**src/rtl/gcd_stein_seq.sv**
```systemverilog
// gcd_stein_seq: multi-cycle binary (Stein) GCD engine with start/done handshake.
// One shift or subtract per clock. One operation in flight at a time.
// Optional build macro GCD_STEIN_CYCLE_COUNT_EN adds a saturating 16-bit
// 'cycles' output reporting the latency of the last operation.
`timescale 1ns/1ps
module gcd_stein_seq #(
    parameter int WIDTH = 8,
    parameter int KW    = $clog2(WIDTH+1)
) (
    input  logic             clk,
    input  logic             reset,
    input  logic             start,
    input  logic [WIDTH-1:0] a,
    input  logic [WIDTH-1:0] b,
    output logic             busy,
    output logic             done,
    output logic [WIDTH-1:0] result
`ifdef GCD_STEIN_CYCLE_COUNT_EN
    ,
    output logic [15:0]      cycles
`endif
);

    typedef enum logic [2:0] {
        IDLE, CHECK, COMMON, ODD_A, REDUCE, DONE
    } state_t;

    state_t           state, state_n;
    logic [WIDTH-1:0] ra, rb, ra_n, rb_n, result_n;
    logic [KW-1:0]    k, k_n;

    // Handshake outputs decode straight from the state register (glitch-free).
    assign busy = (state != IDLE);
    assign done = (state == DONE);

    // State and datapath registers; reset aborts any operation in flight.
    always_ff @(posedge clk or posedge reset) begin
        if (reset) begin
            state  <= IDLE;
            ra     <= '0;
            rb     <= '0;
            k      <= '0;
            result <= '0;
        end else begin
            state  <= state_n;
            ra     <= ra_n;
            rb     <= rb_n;
            k      <= k_n;
            result <= result_n;
        end
    end

    // Next-state and datapath step: exactly one shift or subtract per cycle.
    always_comb begin
        state_n  = state;
        ra_n     = ra;
        rb_n     = rb;
        k_n      = k;
        result_n = result;
        case (state)
            IDLE: begin
                if (start) begin
                    ra_n    = a;
                    rb_n    = b;
                    k_n     = '0;
                    state_n = CHECK;
                end
            end
            CHECK: begin
                // A zero operand short-circuits: gcd(0,x)=x, and gcd(0,0)=0.
                if (ra == '0) begin
                    result_n = rb;
                    state_n  = DONE;
                end else if (rb == '0) begin
                    result_n = ra;
                    state_n  = DONE;
                end else begin
                    state_n = COMMON;
                end
            end
            COMMON: begin
                // Strip the shared power of two; k remembers how many.
                if (!(ra[0] | rb[0])) begin
                    ra_n = ra >> 1;
                    rb_n = rb >> 1;
                    k_n  = k + KW'(1);
                end else begin
                    state_n = ODD_A;
                end
            end
            ODD_A: begin
                // Make ra odd; it stays odd for the rest of the reduction.
                if (!ra[0]) ra_n = ra >> 1;
                else        state_n = REDUCE;
            end
            REDUCE: begin
                if (rb == '0) begin
                    // Result fits in WIDTH since it never exceeds min(a,b).
                    result_n = ra << k;
                    state_n  = DONE;
                end else if (!rb[0]) begin
                    rb_n = rb >> 1;
                end else if (ra < rb) begin
                    rb_n = rb - ra;
                end else begin
                    ra_n = rb;
                    rb_n = ra - rb;
                end
            end
            DONE: begin
                state_n = IDLE;
            end
            default: begin
                state_n = IDLE;
            end
        endcase
    end

`ifdef GCD_STEIN_CYCLE_COUNT_EN
    logic [15:0] cnt;
    logic [15:0] cnt_inc;

    assign cnt_inc = (cnt == 16'hFFFF) ? 16'hFFFF : cnt + 16'd1;

    // Latency counter: edges from the accepting edge through DONE entry, saturating.
    always_ff @(posedge clk or posedge reset) begin
        if (reset) begin
            cnt    <= '0;
            cycles <= '0;
        end else begin
            if (state == IDLE) begin
                if (start) cnt <= 16'd1;
            end else if (state != DONE) begin
                cnt <= cnt_inc;
            end
            if (state_n == DONE && state != DONE) cycles <= cnt_inc;
        end
    end
`endif

endmodule

```
**config.mk**
```make
export PLATFORM = sky130hd
export DESIGN_NAME = gcd_stein_seq
export DESIGN_NICKNAME = d
export VERILOG_FILES = /design/src/rtl/gcd_stein_seq.sv
export SDC_FILE = /design/constraint.sdc
export NUM_CORES = 1
export LEC_CHECK = 0
export CORE_ASPECT_RATIO = 0.6
export CORE_MARGIN = 2
export CORE_UTILIZATION = 56
export DETAILED_ROUTE_END_ITERATION = 16
export DONT_BUFFER_PORTS = 1
export GPL_TIMING_DRIVEN = 0
export PLACE_DENSITY_LB_ADDON = 0.2
export RECOVER_POWER = 25
export SYNTH_ARGS = -nofsm -noshare
export SYNTH_HDL_FRONTEND = slang
export SYNTH_SLANG_ARGS = --single-unit
```
**constraint.sdc**
```tcl
create_clock -name clk -period 3.85 [get_ports clk]
set_input_delay 0.77 -clock clk [delete_from_list [all_inputs] [get_ports clk]]
set_output_delay 0.77 -clock clk [all_outputs]
set_load 0.05 [all_outputs]
```
==> qor_table.md <==
| Step | Parameter | Reported |
| --- | --- | --- |
| outcome | Result of the run | completed |
| pwr | Total power per unit cell area | 1090 nW/um^2 |
| synth | Most area-hungry cell type in the Yosys netlist | dfrtp_1 |
| worst hold path | Kind of path behind the tightest hold check | register to register |
| clock network | Clock tree from TritonCTS | built |
| setup path | Type of destination of the critical path | register |
| sta | Final worst path period share | 75.7% |
| placement | Port Buf Inserts | 0 |
| setup path | Data arrival time of the worst path | 3060 ps |
| synth | Largest family of logic cells by synthesized area | compound AO/OA/AOI/OAI gates |
| clock network | # clock sinks | 31 |
| global route | Maximum number of pins on one net before global-route repair | 32 |
| clock network | Clock buffers created by TritonCTS | 5 |
| pwr | Internal cell power | 0.00159 W |
| clock network | Insertion delay of the later-clocked pin in the worst-skew pair | 300 ps |
| global route | Total overflow reported by the global router | 0 |
| synth | Share of flip-flops with an asynchronous set or reset | 100% |
| clock network | Number of hold buffers added after CTS | 0 |
| global route | Number of global-route vias before repair | 2740 |
| synth | Avg Synthesized Cell Area | 8.62 um^2 |
| sta | Fin. Hold Viols | 0 |
| sta | Fmax achieved | 343 MHz |
| sta | Post-route minimum period | 2910 ps |
| synth | Share of synthesized cell area in full adder, half adder and majority cells | 7.21% |
| pwr | Power, Total | 0.00347 W |
| flow run | Max-Cap Viols | 0 |
| drt | Count of antenna-violating nets left after detailed routing | 0 |
| synth | Mapped Area | 2980 um^2 |
| drt | Routed wirelength normalized by instance count | 21.3 um |
| floorplan | Floorplan row count | 20 |
| synth | Ranking of synthesized cells by area | dfrtp_1 26%, a21oi_1 7.2%, ha_1 5.9%, mux2_4 4.0%, nor2_1 3.6% |
| pwr | Share of power burned in the clock network | 10.0% |
| global route | Number of antenna violations at the first check in global routing | 0 |
| drt | Number of remaining DRC errors | 0 |
| drt | Initial DRT Pass Iterations | 5 |
| global route | Global-route usage over all layers | 32.2% |
| sta | Sum of negative setup slack | 0 ps |
| cells and area | Share of layout cells above drive strength 1 | 16.1% |
| setup path | Critical Path RT | 4000 ps |
| sta | RSZ-0062 raised after global routing | false |
| setup path | Max FO, Critical Path | 10 |
| clock network | Clock root cell | clkbuf_8 |
| synth | Count of state elements after synthesis | 31 |
| drt | Via count | 2874 |
| synth | Post-synthesis instance total | 346 |
| cells and area | Net count of the finished layout | 388 |
| drt | Initial DRC count | 290 |
| pwr | Net switching component of the power | 0.00188 W |
| pwr | Max IR drop VDD | 498 uV |
| floorplan | Number of I/O pins | 29 |
| floorplan | Starting density of the core | 58.5% |
| sta | Worst-Margin Slew | 1260 ps |
| pwr | Share of power burned in registers | 22.0% |
| drt | Wirelength, routed | 8.96 mm |
| cells and area | Area delta synth->final | 6.71% |
| placement | Final GP Congestion | 0.933 |
| floorplan | Die Y | 60.5 um |
| synth | Count of flip-flops with a built-in enable after synthesis | 0 |
| synth | Top-area cell type share of the netlist area | 26.0% |
| sta | Headroom to the max-slew limit | 15.6% |
| synth | Post-synth cell types | 68 |
| pwr | Static leakage power | 1.39 nW |
| drt | Drt via density | 6.84 |
| setup path | Critical path start-end classification | register to register |
| clock network | Clock slew at the register clock pins of the worst setup and hold paths | 70 ps |
| sta | Post-Route Skew | 5.40 ps |
| clock network | Cells resized by post-CTS repair | 0 |
| synth | Most used DFF post-synth | dfrtp_1 |
| clock network | Number of buffers inserted by post-CTS setup repair | 0 |
| clock network | Clock Path Buffers | 2 |
| synth | Area fraction in compound gates after synthesis | 29.9% |
| floorplan | X dimension of the die | 98.2 um |
| floorplan | Area enclosed by the die boundary | 5950 um^2 |
| cells and area | Number of antenna repair diodes | 0 |
| pwr | Switching fraction of total power | 54.3% |
| cells and area | Post-layout util | 62.4% |
| setup path | Critical Path Source Type | register |
| placement | Final HPWL DP | 6.77 mm |
| sta | Worst Setup Slack, final | 936 ps |
| synth | Simple-Gate Fraction of Synth Area | 18.8% |
| floorplan | Core Region | 5100 um^2 |
| pwr | Combinational cell fraction of total power | 68.0% |
| synth | Number of warnings reported in the yosys synthesis log | 0 |
| synth | Synthesized Nets | 381 |
| global route | Wire length of the first global-routing pass | 14.7 mm |
| sta | Worst hold slack across all endpoints | 562 ps |
| sta | Final number of max-transition violations | 0 |
| sta | Setup-violating endpoint count in the final report | 0 |
| clock network | Depth of the CTS H-tree | 2 |
| placement | Worst slack, placed | 1100 ps |
| synth | Sequential-to-total area share from yosys stat | 26.0% |
| synth | Share of cell area taken by muxes after synthesis | 8.18% |
| synth | Xor and xnor fraction of the mapped netlist area | 0.587% |
[layout by cell type, fill, tap and decap left out, types with 3 or more instances in the layout]
master and instances:
clkbuf_8 8, a21o_1 4, buf_6 7, nand4_1 3
a21oi_1 43, dfrtp_1 31, buf_2 4, o22ai_1 11
nand3_1 7, nor2b_1 6, nor3_1 5, a221oi_1 8
o21a_1 3, a31oi_1 5, o21ai_2 3, nor2_1 29
ha_1 14, clkbuf_1 8, or4_4 4, o211ai_1 4
a222oi_1 6, nand2_1 19, mux2_4 8, mux2i_1 9
inv_1 24, o21ai_0 18, a22oi_1 3
[cell usage after synthesis (all sizes together), types with 2 or more instances]
library cell	number
a21oi	45
nor2	33
dfrtp	31
inv	24
o21ai	22
nand2	19
buf	14
ha	14
o22ai	11
clkbuf	10
a221oi	9
mux2	9
mux2i	9
nand3	7
a222oi	6
nor2b	6
a31oi	5
nor3	5
a21o	4
o211ai	4
or4	4
a22oi	3
and2	3
nand4	3
nor3b	3
o21a	3
o31ai	3
or3	3
a22o	2
a32oi	2
and3	2
fa	2
nand2b	2
o211a	2
o21bai	2
o221ai	2
or2	2
or2b	2
or3b	2
xnor2	2
[routing by layer]
metal / up-vias / global-route usage, % / routed length, um
met5: - / 0 / 0
met4: 0 / 8.22 / 102
met3: 14 / 9.33 / 1210
met2: 183 / 45.6 / 3490
met1: 1368 / 48.4 / 4160
li1: 1309 / - / -
[registers in the layout, indices dropped and copies added, names as in the netlist]
signal  flops
result      8
ra          8
state       3
rb          8
k           4
[final timing paths]
kind,startpoint,end,slack (ps),depth (start not counted)
worst max-delay path,ra[5]$_DFFE_PP0P_,ra[1]$_DFFE_PP0P_,940,9
worst min-delay path,k[3]$_DFFE_PP0P_,k[3]$_DFFE_PP0P_,560,2
worst max register to register,ra[5]$_DFFE_PP0P_,ra[1]$_DFFE_PP0P_,940,9
worst min register to register,k[3]$_DFFE_PP0P_,k[3]$_DFFE_PP0P_,560,2
max in group asynchronous,reset,rb[4]$_DFFE_PP0P_,2390,1
min in group asynchronous,reset,result[5]$_DFFE_PP0P_,710,1
[power groups by stage]
stage	Clock, W	Combinational, W	Sequential [W]
final	0.000345	0.00236	0.000765
after global placement	0	0.00222	0.000749
after CTS	0.000346	0.00229	0.000749
after detailed placement	0	0.00228	0.000756
after global routing	0.000362	0.00260	0.000777
after floorplan	0	0.00180	0.000653
[through the flow]
stage / cells / instance area, um^2
final: 420 / 3180
after global routing: 420 / 3180
after CTS: 420 / 3180
after detailed placement: 412 / 3070
after global placement: 412 / 3070
after floorplan: 346 / 2980
[final cells by class]
cell class	instances	area, um^2
clock buffers	6	82.6
plain buffers	24	188
inverters	24	90.1
clock inverters	2	35.0
flip-flops and latches	31	776
multi-input cells	267	1930
fillers	477	1920
well taps	66	82.6
[critical path, cell delays in order (launching register included)]
cell and delay [ps]:
dfrtp_1 500, inv_1 140, ha_1 320, buf_2 210, nand4_1 220, a21oi_2 390
o211ai_1 190, a21oi_2 340, buf_2 280, a21oi_1 160
[cells by family after synthesis]
group                      Yosys count
AOI/OAI and AO/OA                  133
xor gates and xnor gates             2
DFF                                 31
adders and majority gates           16
muxes                               19
buffers and inverters               48
and+or+nand+nor                     97
(Power assumes the default switching activity.)
==> edit 1: new RTL, same flow settings <==
Encoding of `state_t`: now one-hot (6 bits for 6 states).
--- a/src/rtl/gcd_stein_seq.sv
+++ b/src/rtl/gcd_stein_seq.sv
@@ -22,6 +22,6 @@
 );
 
-    typedef enum logic [2:0] {
-        IDLE, CHECK, COMMON, ODD_A, REDUCE, DONE
+    typedef enum logic [5:0] {
+        IDLE = 6'b000001, CHECK = 6'b000010, COMMON = 6'b000100, ODD_A = 6'b001000, REDUCE = 6'b010000, DONE = 6'b100000
     } state_t;
 
Formal check against the unedited RTL: no difference found for any inputs over 10 cycles, from zero or initial values and one cycle with reset high; not proved beyond that.
==> edit 1 against the original RTL <==
- design area decreased by 9.4%
- combinational power decreased by 26%
- area after synthesis decreased by 9.6%
- power decreased by 20%
- critical path type unchanged
- maximum frequency increased by 0.55%
- clock power decreased by 9.0%
- sequential cell count increased by 3
- die area decreased by 9.1%
- routed wire length decreased by 19%
- setup slack improved by 16 ps
==> edit 1: results <==
export IMPL_wl_met3_um=872
export IMPL_hp_start="start"
export IMPL_inverters=19
export IMPL_grt_pass1_vias=2437
export IMPL_hp_class="in -> reg"
export IMPL_cts_num_sinks=34
export IMPL_critPathArrivalTime_ps=3080
export IMPL_max_stage_delay_ps=550
export IMPL_holdPathEnd="state[0]$_DFFE_PP1P_"
export IMPL_setup_worst_path_start="rb[1]$_DFFE_PP0P_"
export IMPL_synth_nets=348
export IMPL_grt_use_met3_pct=9.103
export IMPL_wl_met2_mm=2.873
export IMPL_ff2ff_setup_slack_ps=950
export IMPL_clockRootBuffer="clkbuf_8"
export IMPL_fin_skew_ps=5.322
export IMPL_num_fill_cells=403
export IMPL_hold_depth=1
export IMPL_ys_types=57
export IMPL_grt_max_degree=35
export IMPL_firstDrtPassIters=5
export IMPL_ys_seq_area_share_pct=31.59
export IMPL_slew_headroom_pct=10.14
export IMPL_place_congestion=0.9396
export IMPL_slowest_stage="dfrtp_1"
export IMPL_outcome="finished clean"
export IMPL_rr_worst_depth=8
export IMPL_vias=2510
export IMPL_clockBufferDepth=2
export IMPL_num_nonclk_buffers=16
export IMPL_peakVddDrop_uv=596.9
export IMPL_synthCells=313
export IMPL_fin_nets=355
export IMPL_grt_pass1_wl_mm=11.90
export IMPL_ff_latch_area_um2=852.1
export IMPL_crit_fanout=8
export IMPL_antenna_found_initial=0
export IMPL_grt_usage_pct=28.68
export IMPL_dp_cells=376
export IMPL_power_leakage_nw=1.279
export IMPL_rr_endpoint="ra[7]$_DFFE_PP0P_"
export IMPL_wl_met1_mm=3.410
export IMPL_hpwl_mm=5.443
export IMPL_routed_wl_mm=7.226
export IMPL_layout_drive_gt1_share_pct=10.28
export IMPL_wire_per_inst_um=18.82
export IMPL_reg_top3="ra: 8 flops, rb: 8 flops, result: 8 flops"
export IMPL_synth_area_leaders="dfrtp_1 31%, ha_1 6.5%, o21ai_0 5.6%"
export IMPL_buffer_area_share_pct=2.687
export IMPL_drt_iter0_drc=233
export IMPL_nClkBuffers=8
export IMPL_nMultiInputCombCells=244
export IMPL_ys_top_cells_by_count="33 x dfrtp_1, 33 x nand2_1, 30 x o21ai_0, 25 x nor2_1, 21 x a21oi_1"
export IMPL_multiInputGateArea_um2=1697
export IMPL_met1_usage_pct=43.51
export IMPL_hold_ws_ps=567.8
export IMPL_clock_area_share_pct=3.814
export IMPL_globalRouteMet2Util_pct=39.16
-- edit 1: report_power, final --
| group | internal (W) | switching (W) |
|---|---|---|
| combinational | 0.000725 | 0.00101 |
| sequential | 0.000480 | 0.000239 |
| clock | 0.000181 | 0.000133 |
-- edit 1: kinds of logic after synthesis --
| family | synth area share [%] |
|---|---|
| compound gates | 25.74 |
| xor+xnor | 2.922 |
| fa+ha+maj | 7.978 |
| buf+inv | 5.520 |
| flops | 31.59 |
| mux | 7.282 |
| simple gates | 18.97 |
-- edit 1: worst register-to-register path: stages, from the launching register on --
cell	delay, ps
dfrtp_1	550
inv_1	140
fa_1	440
nand3_1	130
nand2_1	100
a21oi_2	500
o21ai_0	270
nand3_2	290
mux2_2	370
-- edit 1: stage by stage --
stage | area, um^2 | total power, W | setup slack, ps
floorplan | 2698 | 0.002037 | 1521
global placement | 2776 | 0.002375 | 1102
detailed placement | 2776 | 0.002409 | 1063
CTS | 2887 | 0.002732 | 1029
global route | 2887 | 0.002996 | 819.9
finish | 2887 | 0.002770 | 951.8
==> edit 2: new RTL, same settings <==
Without the edit above. Set the parameter `WIDTH` to 4 (it was 8).
--- a/src/rtl/gcd_stein_seq.sv
+++ b/src/rtl/gcd_stein_seq.sv
@@ -5,5 +5,5 @@
 `timescale 1ns/1ps
 module gcd_stein_seq #(
-    parameter int WIDTH = 8,
+    parameter int WIDTH = 4,
     parameter int KW    = $clog2(WIDTH+1)
 ) (
Ports: changed (resized a, b and result); port bits go from 29 to 17. The function was not compared with the original's and may differ.
==> edit 2 against the original RTL <==
- sequential share of layout area increased by 3.0 points
- setup slack improved by 350 ps
- sequential cell count decreased by 13
- critical path type unchanged
- hold slack got worse by 56 ps
- count of clock-buffer cells in the layout decreased by 2
- area after synthesis decreased by 48%
- routed wire length decreased by 54%
- design area decreased by 48%
Power is left out: the tool's default activity adds up to more than one toggle a clock period on the data nets, which glitch-free logic cannot reach.
==> edit 2: results <==
export IMPL_worstMarginPinSlew_ps=923.4
export IMPL_numCtsBuffers=3
export IMPL_buffer_area_share_pct=2.961
export IMPL_hold_ws_ps=506.6
export IMPL_outcome="finished clean"
export IMPL_hpwl_mm=3.054
export IMPL_synth_fa_ha_area_share_pct=7.413
export IMPL_worst_slack_ps=1288
export IMPL_crit_fanout=7
export IMPL_synth_area_leaders="dfrtp_1 29%, ha_1 4.8%, o21ai_0 4.5%"
export IMPL_multi_input_area_share_pct=61.66
export IMPL_synth_xor_area_share_pct=1.692
export IMPL_nClkBuffers=4
export IMPL_critPathArrivalTime_ps=2700
export IMPL_dpl_cell_area_um2=1593
export IMPL_routed_wl_mm=4.133
export IMPL_htree_levels=1
export IMPL_drt_iter0_drc=153
export IMPL_dp_slack_ps=1381
export IMPL_synth_compound_area_share_pct=27.88
export IMPL_fin_skew_ps=7.450
export IMPL_layout_drive_gt1_share_pct=14.69
export IMPL_fin_nets=197
export IMPL_inverters=10
export IMPL_grt_usage_pct=28.92
export IMPL_r2r_start="rb[1]$_DFFE_PP0P_"
export IMPL_critPathCapture="ra[2]$_DFFE_PP0P_"
export IMPL_vias=1447
export IMPL_dp_cells=205
export IMPL_ys_types=51
export IMPL_num_nonclk_buffers=10
export IMPL_ff_latch_area_um2=450.4
export IMPL_area_growth_synth_to_final_pct=6.124
export IMPL_max_stage_delay_ps=580
export IMPL_clk_latency_ps=260
export IMPL_hp_class="in -> async"
==> edit 2: changes by cell type after synthesis, sizes merged, moves of 7 or more <==
| cell | unedited run | this run |
|---|---|---|
| a21oi | 45 | 13 |
| a221oi | 9 | 2 |
| clkbuf | 10 | 2 |
| dfrtp | 31 | 18 |
| ha | 14 | 6 |
| inv | 24 | 9 |
| nor2 | 33 | 12 |
| o21ai | 22 | 14 |
| o22ai | 11 | 2 |
==> edit 2: cell families (layout without fill, tap and decap cells) <==
kind of cell	Yosys count	count (layout)
xor gates and xnor gates	3	3
buffers and inverters	20	24
DFF	18	18
adders and majority gates	8	8
muxes	14	14
and+or+nand+nor	51	51
AOI/OAI and AO/OA	59	59
==> edit 2: per-layer routing <==
layer	GRT usage [%]	up-vias	wire (um)	share of wire, %
met5	0	-	0	0
li1	-	656	-	-
met4	7.547	0	59	1.4
met1	41.32	701	1841	45
met3	8.482	7	422	10
met2	43.33	83	1810	44
